## src/rtl/fc_rowpar_ctrl.sv

```systemverilog
// Sequencer for a row-parallel fully connected layer: loads the input vector,
// walks R-row groups over the shared vector memory and weight banks, then drains the accumulators.
module fc_rowpar_ctrl #(
    parameter int M = 8,
    parameter int N = 6,
    parameter int R = 2,
    localparam int G  = M / R,
    localparam int AW = (G * N > 1) ? $clog2(G * N) : 1,
    localparam int XW = (N > 1) ? $clog2(N) : 1,
    localparam int SW = (R > 1) ? $clog2(R) : 1
) (
    input  logic          clk,
    input  logic          reset,
    input  logic          input_valid,
    output logic          input_ready,
    input  logic          output_ready,
    output logic          output_valid,
    output logic [XW-1:0] addr_x,
    output logic          wr_en_x,
    output logic [AW-1:0] addr_w,
    output logic          clear_acc,
    output logic          en_acc,
    output logic [SW-1:0] sel_out
);

    localparam int GW = (G > 1) ? $clog2(G) : 1;
    localparam logic [XW-1:0] X_LAST = XW'(N - 1);
    localparam logic [SW-1:0] R_LAST = SW'(R - 1);
    localparam logic [GW-1:0] G_LAST = GW'(G - 1);

    typedef enum logic [2:0] {
        ST_LOAD  = 3'd0,
        ST_CLEAR = 3'd1,
        ST_MAC   = 3'd2,
        ST_WAIT  = 3'd3,
        ST_DRAIN = 3'd4
    } state_t;

    state_t        state_r, state_s;
    logic [XW-1:0] cnt_x_r, cnt_x_s;
    logic [XW-1:0] k_r, k_s;
    logic [GW-1:0] g_r, g_s;
    logic [SW-1:0] r_r, r_s;
    // Weight address runs linearly through g*N+k across groups, so it is kept as its own counter
    logic [AW-1:0] wcnt_r, wcnt_s;

    // State and counter registers; en_acc is the MAC issue strobe delayed to match read latency
    always_ff @(posedge clk or posedge reset) begin
        if (reset) begin
            state_r <= ST_LOAD;
            cnt_x_r <= {XW{1'b0}};
            k_r     <= {XW{1'b0}};
            g_r     <= {GW{1'b0}};
            r_r     <= {SW{1'b0}};
            wcnt_r  <= {AW{1'b0}};
            en_acc  <= 1'b0;
        end else begin
            state_r <= state_s;
            cnt_x_r <= cnt_x_s;
            k_r     <= k_s;
            g_r     <= g_s;
            r_r     <= r_s;
            wcnt_r  <= wcnt_s;
            en_acc  <= (state_r == ST_MAC);
        end
    end

    // Next-state, counter updates and per-state strobes
    always_comb begin
        state_s      = state_r;
        cnt_x_s      = cnt_x_r;
        k_s          = k_r;
        g_s          = g_r;
        r_s          = r_r;
        wcnt_s       = wcnt_r;
        input_ready  = 1'b0;
        wr_en_x      = 1'b0;
        clear_acc    = 1'b0;
        output_valid = 1'b0;
        addr_x       = k_r;
        addr_w       = wcnt_r;
        sel_out      = r_r;
        case (state_r)
            ST_LOAD: begin
                input_ready = ~reset;
                wr_en_x     = input_valid & ~reset;
                addr_x      = cnt_x_r;
                if (input_valid) begin
                    if (cnt_x_r == X_LAST) begin
                        cnt_x_s = {XW{1'b0}};
                        state_s = ST_CLEAR;
                    end else begin
                        cnt_x_s = cnt_x_r + 1'b1;
                    end
                end else begin
                    cnt_x_s = cnt_x_r;
                end
            end
            ST_CLEAR: begin
                clear_acc = 1'b1;
                k_s       = {XW{1'b0}};
                state_s   = ST_MAC;
            end
            ST_MAC: begin
                wcnt_s = wcnt_r + 1'b1;
                if (k_r == X_LAST) begin
                    state_s = ST_WAIT;
                end else begin
                    k_s = k_r + 1'b1;
                end
            end
            ST_WAIT: begin
                state_s = ST_DRAIN;
            end
            ST_DRAIN: begin
                output_valid = 1'b1;
                if (output_ready) begin
                    if (r_r == R_LAST) begin
                        r_s = {SW{1'b0}};
                        if (g_r == G_LAST) begin
                            g_s     = {GW{1'b0}};
                            wcnt_s  = {AW{1'b0}};
                            state_s = ST_LOAD;
                        end else begin
                            g_s     = g_r + 1'b1;
                            state_s = ST_CLEAR;
                        end
                    end else begin
                        r_s = r_r + 1'b1;
                    end
                end else begin
                    r_s = r_r;
                end
            end
            default: begin
                state_s = ST_LOAD;
            end
        endcase
    end

endmodule

```

## config.mk

```make
export PLATFORM = sky130hd
export DESIGN_NAME = fc_rowpar_ctrl
export DESIGN_NICKNAME = d
export VERILOG_FILES = /design/src/rtl/fc_rowpar_ctrl.sv
export SDC_FILE = /design/constraint.sdc
export NUM_CORES = 1
export LEC_CHECK = 0
export ABC_AREA = 1
export CAP_MARGIN = 10
export CORE_UTILIZATION = 64
export CTS_BUF_LIST = sky130_fd_sc_hd__clkbuf_4
export CTS_CLUSTER_SIZE = 30
export DETAILED_ROUTE_END_ITERATION = 8
export DONT_BUFFER_PORTS = 1
export HOLD_SLACK_MARGIN = 0.03
export PLACE_DENSITY = 0.78
export SYNTH_ARGS = -nofsm -noshare
export SYNTH_HDL_FRONTEND = slang
export SYNTH_SLANG_ARGS = --single-unit
```

## constraint.sdc

```tcl
create_clock -name clk -period 1.3 [get_ports clk]
set_input_delay 0.13 -clock clk [delete_from_list [all_inputs] [get_ports clk]]
set_output_delay 0.13 -clock clk [all_outputs]
set_load 0.01 [all_outputs]
```

**Word-level counts from Yosys, hierarchy flattened**

Cells that the tools add are included.
W data, S select, Z words.

- Bits in registers: 18
- Input bits: 4
- Output and inout port bits: 14
- Logic and storage cells: 58

- Bitwise gates (word level): 2
- Reductions and logical operators: 9
- $add $sub $neg: 5
- Multiplexer cells: 21
- Equality and inequality tests: 14

Operator list:

| kind | number |
|---|---|
| $mux W3 | 8 |
| $mux W5 | 3 |
| $pmux W3 S5 | 1 |
| $ne A2 B2 Y1 const B | 6 |
| $pmux W5 S2 | 1 |
| $eq A3 B3 Y1 const B | 3 |
| $add A3 B1 Y3 const B | 2 |
| $eq A3 B2 Y1 const B | 2 |
| $mux W1 | 6 |
| $pmux W3 S2 | 1 |
| $reduce_and A2 Y1 | 3 |
| $add A5 B1 Y5 const B | 1 |
| $reduce_and A5 Y1 | 1 |
| $reduce_and A4 Y1 | 1 |
| $reduce_bool A2 Y1 | 2 |
| $eq A3 B1 Y1 const B | 1 |
| $logic_not A3 Y1 | 1 |
| $reduce_and A3 Y1 | 1 |
| $add A2 B1 Y2 const B | 1 |
| $eq A2 B2 Y1 const B | 1 |
| $mux W2 | 1 |
| $ne A2 B1 Y1 const B | 1 |
| $add A1 B1 Y1 const B | 1 |
| $and A1 B1 Y1 | 1 |
| $not A1 Y1 | 1 |

**Depth between registers and ports, before layout**

Gate-level depths: netlist (run 1).

- Depth after elaboration: 5
- Mapped depth: 7
- Mapped depth without buffers: 7

**Worst setup path after synthesis (run 1)**

No wires, ideal clock.

- Kind: reg-to-output
- Start point: register state_r[1]
- End point: output port addr_x[2]
- Path buffers: 0
- Stages on the path, launching flop included: 6
- Path slack: 79 ps
- Data arrival time: 1091 ps
- Required time: 1170 ps
- Cells stage by stage: dfrtp_1 -> inv_1 -> nand2_4 -> nor2_4 -> inv_1 -> o21ai_0

- Longest elaborated chain between the ends: 2

Ends and longest elaborated chain:

| item | line | text |
|---|---|---|
| start, declared | 39 | `state_t state_r, state_s;` |
| start signal, assigned | 58 | `state_r <= state_s;` |
| $logic_not A3 Y1 | 83 | `case (state_r)` |
| $mux W3 | 83 |  |
| end, declared | 18 | `output logic [XW-1:0] addr_x,` |

No other way between the ends.

**Final worst setup path (run 1)**

- Start point: register state_r[0]
- End point: output port addr_x[2]

The elaborated chain is that of the path after synthesis.

==> results of run 1 <==
## worst register-to-register path, stage by stage (launching register included)
cell     delay (ns)
dfrtp_1        0.42
buf_4          0.18
nor2_4         0.15
nand2_2        0.14
nand2_4        0.12
nand2_4        0.08
nand2_1        0.08
nand2_1        0.06
## through the flow
step	hold slack, ns	setup TNS (ns)	setup WS [ns]	util, %	total power [mW]
after global routing	0.0877	-1.38	-0.222	93.5	3.52
after floorplan	0.0767	0	0.0795	-	1.99
after global placement	0.0719	0	0.0995	76.5	2.22
after detailed placement	0.0738	0	0.0658	76.5	2.30
final	0.0806	-0.794	-0.186	93.5	3.37
after CTS	0.0565	-0.316	-0.112	83.6	2.77
## cell usage after synthesis
cell type   n
xnor2_1     1
o21bai_1    1
nand2_4     3
nand2_1    40
inv_1      14
dfrtp_1    18
nor2_4      2
o21ai_1     1
nand2_2     1
o31ai_1     1
nand3_1    18
o21ai_0     6
buf_2       1
nor2_2      2
nor2_1     11
inv_2       1
ha_1        4
xor2_1      2
or2_2       1
nand4_1     2
## kinds of logic (layout without fill, tap and decap cells)
kind of cell	after synthesis	in the layout	synth area share, %
simple gates	80	80	37.0
flops	18	18	44.4
buf+inv	16	39	6.05
compound gates	9	9	4.94
fa+ha+maj	4	4	4.94
xor+xnor	3	3	2.59
## path summary, 6_finish.rpt
path / from / end / slack (ns)
worst min-delay path: input_valid / cnt_x_r[0]$_DFFE_PP0P_ / 0.08
max in group asynchronous: reset / state_r[2]$_DFFE_PP0P_ / 0.74
min in group asynchronous: reset / cnt_x_r[2]$_DFFE_PP0P_ / 0.34
worst min register to register: g_r[1]$_DFFE_PP0P_ / g_r[1]$_DFFE_PP0P_ / 0.50
worst max register to register: state_r[0]$_DFFE_PP0P_ / addr_w[0]$_DFFE_PP0P_ / -0.03
worst max-delay path: state_r[0]$_DFFE_PP0P_ / addr_x[2] / -0.19
## what timing repair did
item,4_1_cts,5_1_grt
gates resized for setup,10,20
hold buffers,2,0
gates cloned,0,0
endpoints found under the hold margin,19,0
endpoints found under the setup margin,6,17
setup buffers,5,11
pin swaps,2,12
## layout make-up
cell class / instances / area (um^2)
repair buffers: 20 / 155
well taps: 15 / 18.8
multi-input cells: 96 / 582
flip-flops and latches: 18 / 452
clock inverters: 1 / 3.75
inverters: 15 / 58.8
fillers: 42 / 90.1
clock buffers: 3 / 22.5
## sequential cells by signal, summed over array words and instances, names as in the netlist
| name | flops |
|---|---|
| sel_out | 1 |
| addr_w | 5 |
| state_r | 3 |
| en_acc | 1 |
| g_r | 2 |
| cnt_x_r | 3 |
| k_r | 3 |
## per-layer routing
metal,routed length (um),vias to the layer above,share of wire (%),GRT usage [%]
li1,-,462,-,-
met1,1140,519,36,36.2
met2,1610,82,50,55.3
met3,279,25,8.7,5.65
met4,169,0,5.3,5.81
met5,0,-,0,0
## layout by cell type, fill, tap and decap left out, drive strengths merged, types with 2 or more instances in the layout
master / instances
nand3: 18
nor2: 15
inv: 15
xor2: 2
o21ai: 7
dlygate4sd3: 2
clkbuf: 3
nand2: 44
dfrtp: 18
ha: 4
buf: 18
nand4: 2
## power by group
part	total [mW]	switching [mW]	internal (mW)	leakage, nW
Sequential	1.12	0.327	0.792	0.228
Clock	0.291	0.179	0.112	0.0154
Combinational	1.96	1.18	0.775	0.432
==> results.py, run 1 <==
metrics = {
    "critical_path": {
        "critical-path-top-delay-family": "flip-flops",
        "reg2reg_depth": 7,
        "cpMostUsedCell": "inv_2",
        "worstPathBufferInverterCount": 3,
        "crit_chain": "inv_2 > nand2_4 > nor2_4 > inv_2 > o21ai_1 > buf_4",
        "crit_slowest_cell": "dfrtp_1",
        "path_depth": 6,
        "start_kind": "flip-flop",
        "end_kind": "output pin",
        "cp.arrival_ns": 1.36,
        "crit_fanout": 4,
        "critPathKind": "reg2out",
        "cp_slowest_stage_delay_ns": 0.42,
        "cp.required_ns": 1.17,
    },
    "floorplan": {
        "dieArea_mm2": 0.00175,
        "io_pins": 18,
        "die_h_um": 41.8,
        "start_util_pct": 73.3,
        "die_x_um": 41.8,
        "row_count": 13,
        "design.core.area_mm2": 0.00138,
    },
    "place": {
        "place_area_mm2": 0.00106,
        "dp.cells": 148,
        "portBuffers": 0,
        "place_congestion": 0.793,
        "hpwl_um": 1500,
    },
    "logic_synthesis": {
        "ys_ff_latch": 18,
        "ys_types": 20,
        "synth_top_area_cell": "dfrtp_1",
        "syn_inst": 130,
        "ys_seq_area_share_pct": 44.4,
        "yosysWarnings": 0,
        "netlist_area_mm2": 0.00101,
        "yosys.area.top_type_share_pct": 44.4,
        "synth_nets": 138,
        "postSynthAreaPerCell_um2": 7.80,
        "synthTopCellsByArea": "dfrtp_1 44%, nand2_1 15%, nand3_1 8.9%",
    },
    "detailed_routing": {
        "via_count": 1088,
        "wirelength_um": 3190,
        "drt_iter0_drc": 51,
        "wire_per_inst_um": 19.0,
        "first_pass_iters": 4,
        "final_antenna_net_count": 0,
        "vias_per_cell": 6.48,
        "drc": 0,
    },
    "global_route": {
        "grt_pass1_wl_um": 4010,
        "grt_max_degree": 19,
        "antenna_found_initial": 0,
        "overflow": 0,
        "grtUsageTotal_pct": 30.0,
        "grt_pass1_vias": 897,
    },
    "clock_tree": {
        "cts_num_sinks": 18,
        "cts_tree": "built",
        "cts_root_buf": "clkbuf_4",
        "clkTransAtPathRegs_ns": 0.11,
        "cts_buffers": 3,
        "clockBufferDepth": 2,
        "cts_max_level": 1,
        "clkLatencyLatePin_ns": 0.29,
    },
    "timing": {
        "worst_pin_slew_ns": 0.329,
        "skew_ns": 0.0111,
        "rsz0062_at_grt": "yes",
        "hold_violations": 0,
        "min_period_over_period_pct": 114,
        "slew_viol_final": 0,
        "fmax_mhz": 673,
        "fin_ws_ns": -0.186,
        "relSlewSlack_pct": 78.1,
        "setup_viol": 11,
        "fin_crit_ns": 1.49,
    },
    "status": {
        "violations": "setup timing",
        "run_status": "finished, violations left",
    },
    "job": {
        "drv_cap": 0,
    },
    "cells_and_area": {
        "antennaDiodeCount": 0,
        "syn_to_final_growth_pct": 27.5,
        "final_nets": 162,
        "final_area_mm2": 0.00129,
        "drive_gt1_share_pct": 32.0,
        "stdcell_count": 168,
    },
    "hold_path": {
        "hp-class": "in2reg",
        "worstHoldPathCells": 2,
    },
    "pwr": {
        "max-vdd-ir-drop_mv": 1.64,
        "leakage_nw": 0.675,
        "p_per_area_mw_per_mm2": 2610,
    },
}
No activity file was read; power rests on OpenSTA's default activity.
==> inputs of run 2 (changes only) <==
--- a/config.mk
+++ b/config.mk
@@ -7,13 +7,13 @@
 export LEC_CHECK = 0
 export ABC_AREA = 1
 export CAP_MARGIN = 10
-export CORE_UTILIZATION = 64
-export CTS_BUF_LIST = sky130_fd_sc_hd__clkbuf_4
+export CORE_UTILIZATION = 60
+export CTS_BUF_LIST = sky130_fd_sc_hd__clkbuf_4 sky130_fd_sc_hd__clkbuf_8 sky130_fd_sc_hd__clkbuf_16
 export CTS_CLUSTER_SIZE = 30
 export DETAILED_ROUTE_END_ITERATION = 8
 export DONT_BUFFER_PORTS = 1
 export HOLD_SLACK_MARGIN = 0.03
-export PLACE_DENSITY = 0.78
+export PLACE_DENSITY = 0.74
 export SYNTH_ARGS = -nofsm -noshare
 export SYNTH_HDL_FRONTEND = slang
 export SYNTH_SLANG_ARGS = --single-unit
==> results.py, run 2 (same netlist as run 1, synthesis figures left out) <==
metrics = {
    "cells_and_area": {
        "fillers": 92,
        "mostFrequentLayoutCells": "35 x nand2_1, 17 x dfrtp_1, 16 x nand3_1, 14 x buf_4",
        "final_area_mm2": 0.00127,
        "syn_to_final_growth_pct": 25.2,
        "final_nets": 159,
        "antennaDiodeCount": 0,
        "ff_latch_area_um2": 452,
        "drive_gt1_share_pct": 30.0,
        "layout_commonest_cell": "nand2_1",
        "largest_register_ffs": 5,
        "multi_input_area_um2": 568,
    },
    "detailed_routing": {
        "first_pass_iters": 4,
        "wirelength_um": 2480,
        "vias_per_cell": 5.84,
        "wire_per_inst_um": 14.9,
        "final_antenna_net_count": 0,
        "drt_iter0_drc": 55,
        "via_count": 970,
        "drc": 0,
    },
    "timing": {
        "rsz0062_at_grt": "yes",
        "setup_viol": 7,
        "relSlewSlack_pct": 80.9,
        "skew_ns": 0.00643,
        "min_period_over_period_pct": 110,
        "hold_violations": 0,
        "worst_pin_slew_ns": 0.285,
        "hold_ws_ns": 0.0176,
        "fin_crit_ns": 1.43,
        "tns_ns": -0.598,
        "fmax_mhz": 699,
        "fin_ws_ns": -0.131,
        "slew_viol_final": 0,
    },
    "global_route": {
        "grt_max_degree": 19,
        "grt_pass1_wl_um": 3610,
        "grtUsageTotal_pct": 26.2,
        "overflow": 0,
        "grt_pass1_vias": 874,
        "antenna_found_initial": 0,
    },
    "place": {
        "place_area_mm2": 0.00106,
        "portBuffers": 0,
        "place_congestion": 0.794,
        "dp_worst_setup_slack_ns": 0.0562,
        "hpwl_um": 1490,
    },
    "clock_tree": {
        "cts_tree": "built",
        "cts_num_sinks": 18,
        "cts_root_buf": "clkbuf_4",
        "cts_buffers": 3,
        "clockBufferDepth": 2,
        "cts_max_level": 1,
        "clkTransAtPathRegs_ns": 0.10,
        "clkLatencyLatePin_ns": 0.31,
    },
    "floorplan": {
        "die_h_um": 43.1,
        "dieArea_mm2": 0.00186,
        "io_pins": 18,
        "row_count": 14,
        "die_x_um": 43.1,
        "start_util_pct": 65.7,
        "design.core.area_mm2": 0.00154,
    },
    "critical_path": {
        "crit_slowest_cell": "dfrtp_1",
        "cp.required_ns": 1.17,
        "end_kind": "output pin",
        "r2r-start": "state_r[1]$_DFFE_PP0P_",
        "crit_fanout": 4,
        "cp_slowest_stage_delay_ns": 0.42,
        "crit_chain": "inv_2 > nand2_4 > nor2_4 > buf_4 > nand2_1 > o21ai_2",
        "startpoint": "state_r[1]$_DFFE_PP0P_",
        "cp.arrival_ns": 1.30,
        "critPathKind": "reg2out",
        "start_kind": "flip-flop",
    },
    "status": {
        "violations": "setup timing",
        "run_status": "finished, violations left",
    },
    "pwr": {
        "fin_total_pwr_mw": 3.18,
        "p_per_area_mw_per_mm2": 2510,
        "max-vdd-ir-drop_mv": 1.83,
        "leakage_nw": 0.676,
    },
    "hold_path": {
        "hold_start": "input_valid",
        "hp-class": "in2reg",
    },
    "job": {
        "drv_cap": 0,
    },
}
==> run 2: timing repair <==
action / CTS / global route
cloned: 0 / 0
buffers inserted: 7 / 5
pin swaps: 2 / 5
hold buffers: 2 / 0
hold endpoints to repair: 19 / 0
setup endpoints to repair: 6 / 18
resized for setup: 10 / 16
==> run 2: area by class of cell <==
cell class	count	share of cell area, %
clock buffer	4	2.86
inverter	15	4.44
multi-input combinational	96	44.8
sequential	18	35.6
tap	16	1.58
timing repair buffer	17	10.7
==> run 2: per-stage QoR <==
| step | util [%] | std cells |
|---|---|---|
| after global placement | 68.7 | 149 |
| after CTS | 76.6 | 162 |
| after floorplan | - | 130 |
| after global routing | 82.3 | 166 |
| after detailed placement | 68.7 | 149 |
| final | 82.3 | 166 |
==> run 2: report_power, final <==
part           switching, mW  internal, mW
combinational           1.01         0.700
clock                  0.188         0.171
sequential             0.312         0.793
total                   1.52          1.66
==> run 2: worst paths after layout <==
kind / to / slack, ns / depth (start not counted)
setup / recovery: addr_x[0] / -0.13 / 6
hold / removal: cnt_x_r[0]$_DFFE_PP0P_ / 0.02 / 2
setup reg to reg: addr_w[2]$_DFFE_PP0P_ / -0.02 / 7
hold reg to reg: g_r[1]$_DFFE_PP0P_ / 0.51 / 2
max in group asynchronous: state_r[2]$_DFFE_PP0P_ / 0.78 / 3
min in group asynchronous: cnt_x_r[2]$_DFFE_PP0P_ / 0.30 / 3
==> run 2: metal layers <==
metal | vias to the layer above | wire [um] | share of wire (%) | GRT usage, %
li1 | 459 | - | - | -
met1 | 469 | 1010 | 41 | 31.2
met2 | 33 | 1270 | 51 | 46.9
met3 | 9 | 128 | 5.2 | 2.98
met4 | 0 | 70 | 2.8 | 10.9
met5 | - | 0 | 0 | 0
==> run 2: worst max-delay path, delay by kind of cell, from the launching register on <==
kind                   cells  cell delay, ns
flip-flops                 1            0.42
AND/OR/NAND/NOR            3            0.25
buffers and inverters      2            0.22
AO/OA/AOI/OAI              1            0.12
==> inputs of run 3 (changes only) <==
--- a/config.mk
+++ b/config.mk
@@ -7,13 +7,13 @@
 export LEC_CHECK = 0
 export ABC_AREA = 1
 export CAP_MARGIN = 10
-export CORE_UTILIZATION = 60
+export CORE_UTILIZATION = 50
 export CTS_BUF_LIST = sky130_fd_sc_hd__clkbuf_4 sky130_fd_sc_hd__clkbuf_8 sky130_fd_sc_hd__clkbuf_16
 export CTS_CLUSTER_SIZE = 30
 export DETAILED_ROUTE_END_ITERATION = 8
 export DONT_BUFFER_PORTS = 1
 export HOLD_SLACK_MARGIN = 0.03
-export PLACE_DENSITY = 0.74
+export PLACE_DENSITY = 0.63
 export SYNTH_ARGS = -nofsm -noshare
 export SYNTH_HDL_FRONTEND = slang
 export SYNTH_SLANG_ARGS = --single-unit
==> results.py, run 3 (same netlist as run 1, synthesis figures left out) <==
metrics = {
    "status": {
        "run_status": "finished, violations left",
        "violations": "setup timing",
    },
    "critical_path": {
        "r2r-start": "state_r[0]$_DFFE_PP0P_",
        "crit_chain": "inv_2 > nand2_4 > nor2_4 > inv_2 > nand2_2 > o21ai_2 > buf_4",
        "start_kind": "flip-flop",
        "end_kind": "output pin",
        "cp.arrival_ns": 1.26,
        "cp.required_ns": 1.17,
        "rr_endpoint": "addr_w[0]$_DFFE_PP0P_",
        "worst-r2r-setup-slack_ns": -0.03,
        "reg2reg_depth": 6,
        "cp_slowest_stage_delay_ns": 0.41,
        "crit_fanout": 4,
        "cpMostUsedCell": "inv_2",
        "crit_slowest_cell": "dfrtp_1",
        "critPathKind": "reg2out",
    },
    "cells_and_area": {
        "syn_to_final_growth_pct": 30.4,
        "largest_register_ffs": 5,
        "stdcell_count": 177,
        "antennaDiodeCount": 0,
        "drive_gt1_share_pct": 32.9,
        "layout_commonest_cell": "nand2_1",
        "final_nets": 161,
        "mostFrequentLayoutCells": "34 x nand2_1, 17 x dfrtp_1, 15 x nand3_1, 15 x buf_4, 10 x nor2_1",
    },
    "global_route": {
        "antenna_found_initial": 0,
        "grt_pass1_vias": 802,
        "grtUsageTotal_pct": 21.4,
        "grt_pass1_wl_um": 3260,
        "overflow": 0,
        "grt_max_degree": 19,
    },
    "pwr": {
        "power.switching_mw": 1.51,
        "p_per_area_mw_per_mm2": 2460,
        "power_frac_comb_pct": 56.3,
        "p_sw_share_pct": 46.3,
        "pwr-share-clk_pct": 10.8,
        "leakage_nw": 0.688,
        "p_seq_share_pct": 33.0,
        "cell_internal_pwr_mw": 1.74,
        "max-vdd-ir-drop_mv": 1.72,
    },
    "place": {
        "hpwl_um": 1370,
        "portBuffers": 0,
        "place_congestion": 0.835,
        "dp.cells": 159,
    },
    "hold_path": {
        "worstHoldPathCells": 2,
        "hold_start": "input_valid",
        "hp-class": "in2reg",
        "hold_end": "cnt_x_r[0]$_DFFE_PP0P_",
    },
    "detailed_routing": {
        "first_pass_iters": 4,
        "wirelength_um": 2300,
        "via_count": 893,
        "drc": 0,
        "final_antenna_net_count": 0,
        "drt_iter0_drc": 21,
        "vias_per_cell": 5.05,
        "wire_per_inst_um": 13.0,
    },
    "clock_tree": {
        "clkLatencyLatePin_ns": 0.30,
        "cts_buffers": 3,
        "cts_root_buf": "clkbuf_4",
        "cts_max_level": 1,
        "clockBufferDepth": 2,
        "cts_tree": "built",
        "cts_num_sinks": 18,
        "clkTransAtPathRegs_ns": 0.11,
    },
    "timing": {
        "skew_ns": 0.0125,
        "worst_pin_slew_ns": 0.265,
        "hold_ws_ns": 0.0469,
        "setup_viol": 13,
        "min_period_over_period_pct": 107,
        "tns_ns": -0.316,
        "fin_crit_ns": 1.39,
        "relSlewSlack_pct": 82.3,
        "slew_viol_final": 0,
        "fin_ws_ns": -0.0877,
        "fmax_mhz": 721,
        "rsz0062_at_grt": "yes",
        "hold_violations": 0,
    },
    "job": {
        "drv_cap": 0,
    },
    "floorplan": {
        "die_x_um": 47.0,
        "design.core.area_mm2": 0.00182,
        "die_h_um": 47.0,
        "dieArea_mm2": 0.00221,
        "row_count": 15,
        "io_pins": 18,
        "start_util_pct": 55.7,
    },
}
[run 3: changes by cell type in the layout (fill, tap and decap cells not counted)]
cell	delta
inv_2	+1
nand3_2	-1
nand3_4	+2
nand2_1	-1
nand2_2	+1
nand3_1	-1
inv_1	-1
buf_4	+1
buf_6	+1
[run 3: layout make-up]
| class | count | area (um^2) |
|---|---|---|
| multi-input combinational | 96 | 591 |
| fill | 146 | 499 |
| sequential | 18 | 452 |
| timing repair buffer | 19 | 155 |
| inverter | 15 | 56.3 |
| clock buffer | 4 | 36.3 |
| tap | 25 | 31.3 |
[run 3: power groups by stage]
stage                     Combinational, mW  Sequential, mW  Clock (mW)
after floorplan                       0.954            1.04           0
after global placement                 1.19            1.08           0
after detailed placement               1.21            1.09           0
after CTS                              1.46            1.06       0.360
after global routing                   2.03            1.11       0.380
final                                  1.83            1.07       0.350
[run 3: how the worst max path moves through the flow]
stage	from	to	slack (ns)	cells after the start
after floorplan	state_r[1]$_DFFE_PP0P_	addr_x[2]	0.08	5
after detailed placement	state_r[1]$_DFFE_PP0P_	addr_x[2]	0.06	6
after global routing	state_r[1]$_DFFE_PP0P_	addr_x[2]	-0.19	7
after global placement	state_r[1]$_DFFE_PP0P_	addr_x[2]	0.09	6
final	state_r[1]$_DFFE_PP0P_	addr_x[2]	-0.09	7
after CTS	state_r[0]$_DFFE_PP0P_	addr_x[2]	-0.09	7
[run 3: what timing repair did]
item                                   in CTS  in global routing
setup endpoints to repair                   6                 20
cloned                                      0                  0
endpoints found under the hold margin      19                  0
pin swaps                                   2                 11
setup buffers                               8                  5
gates resized for setup                    10                 22
hold buffers                                2                  0
[run 3: metrics by stage]
step	worst slack, ns	cell area, um^2	total power [mW]	utilization (%)
after floorplan	0.0795	1010	1.99	-
after global placement	0.0932	1080	2.27	59.2
after detailed placement	0.0636	1080	2.30	59.2
after CTS	-0.0877	1200	2.89	66.0
after global routing	-0.191	1320	3.52	72.6
final	-0.0877	1320	3.25	72.6
[run 3: critical path, delay by kind of cell (launching register included)]
family	cells	cell delay (ns)
and+or+nand+nor	3	0.22
buffers and inverters	3	0.30
DFF	1	0.41
AOI/OAI and AO/OA	1	0.05
[run 3: per-layer routing]
layer	vias up	share of wire [%]	global-route usage (%)
met4	0	1.0	7.43
li1	459	-	-
met2	16	49	36.7
met5	-	0	0
met3	4	3.0	6.92
met1	414	47	25.3
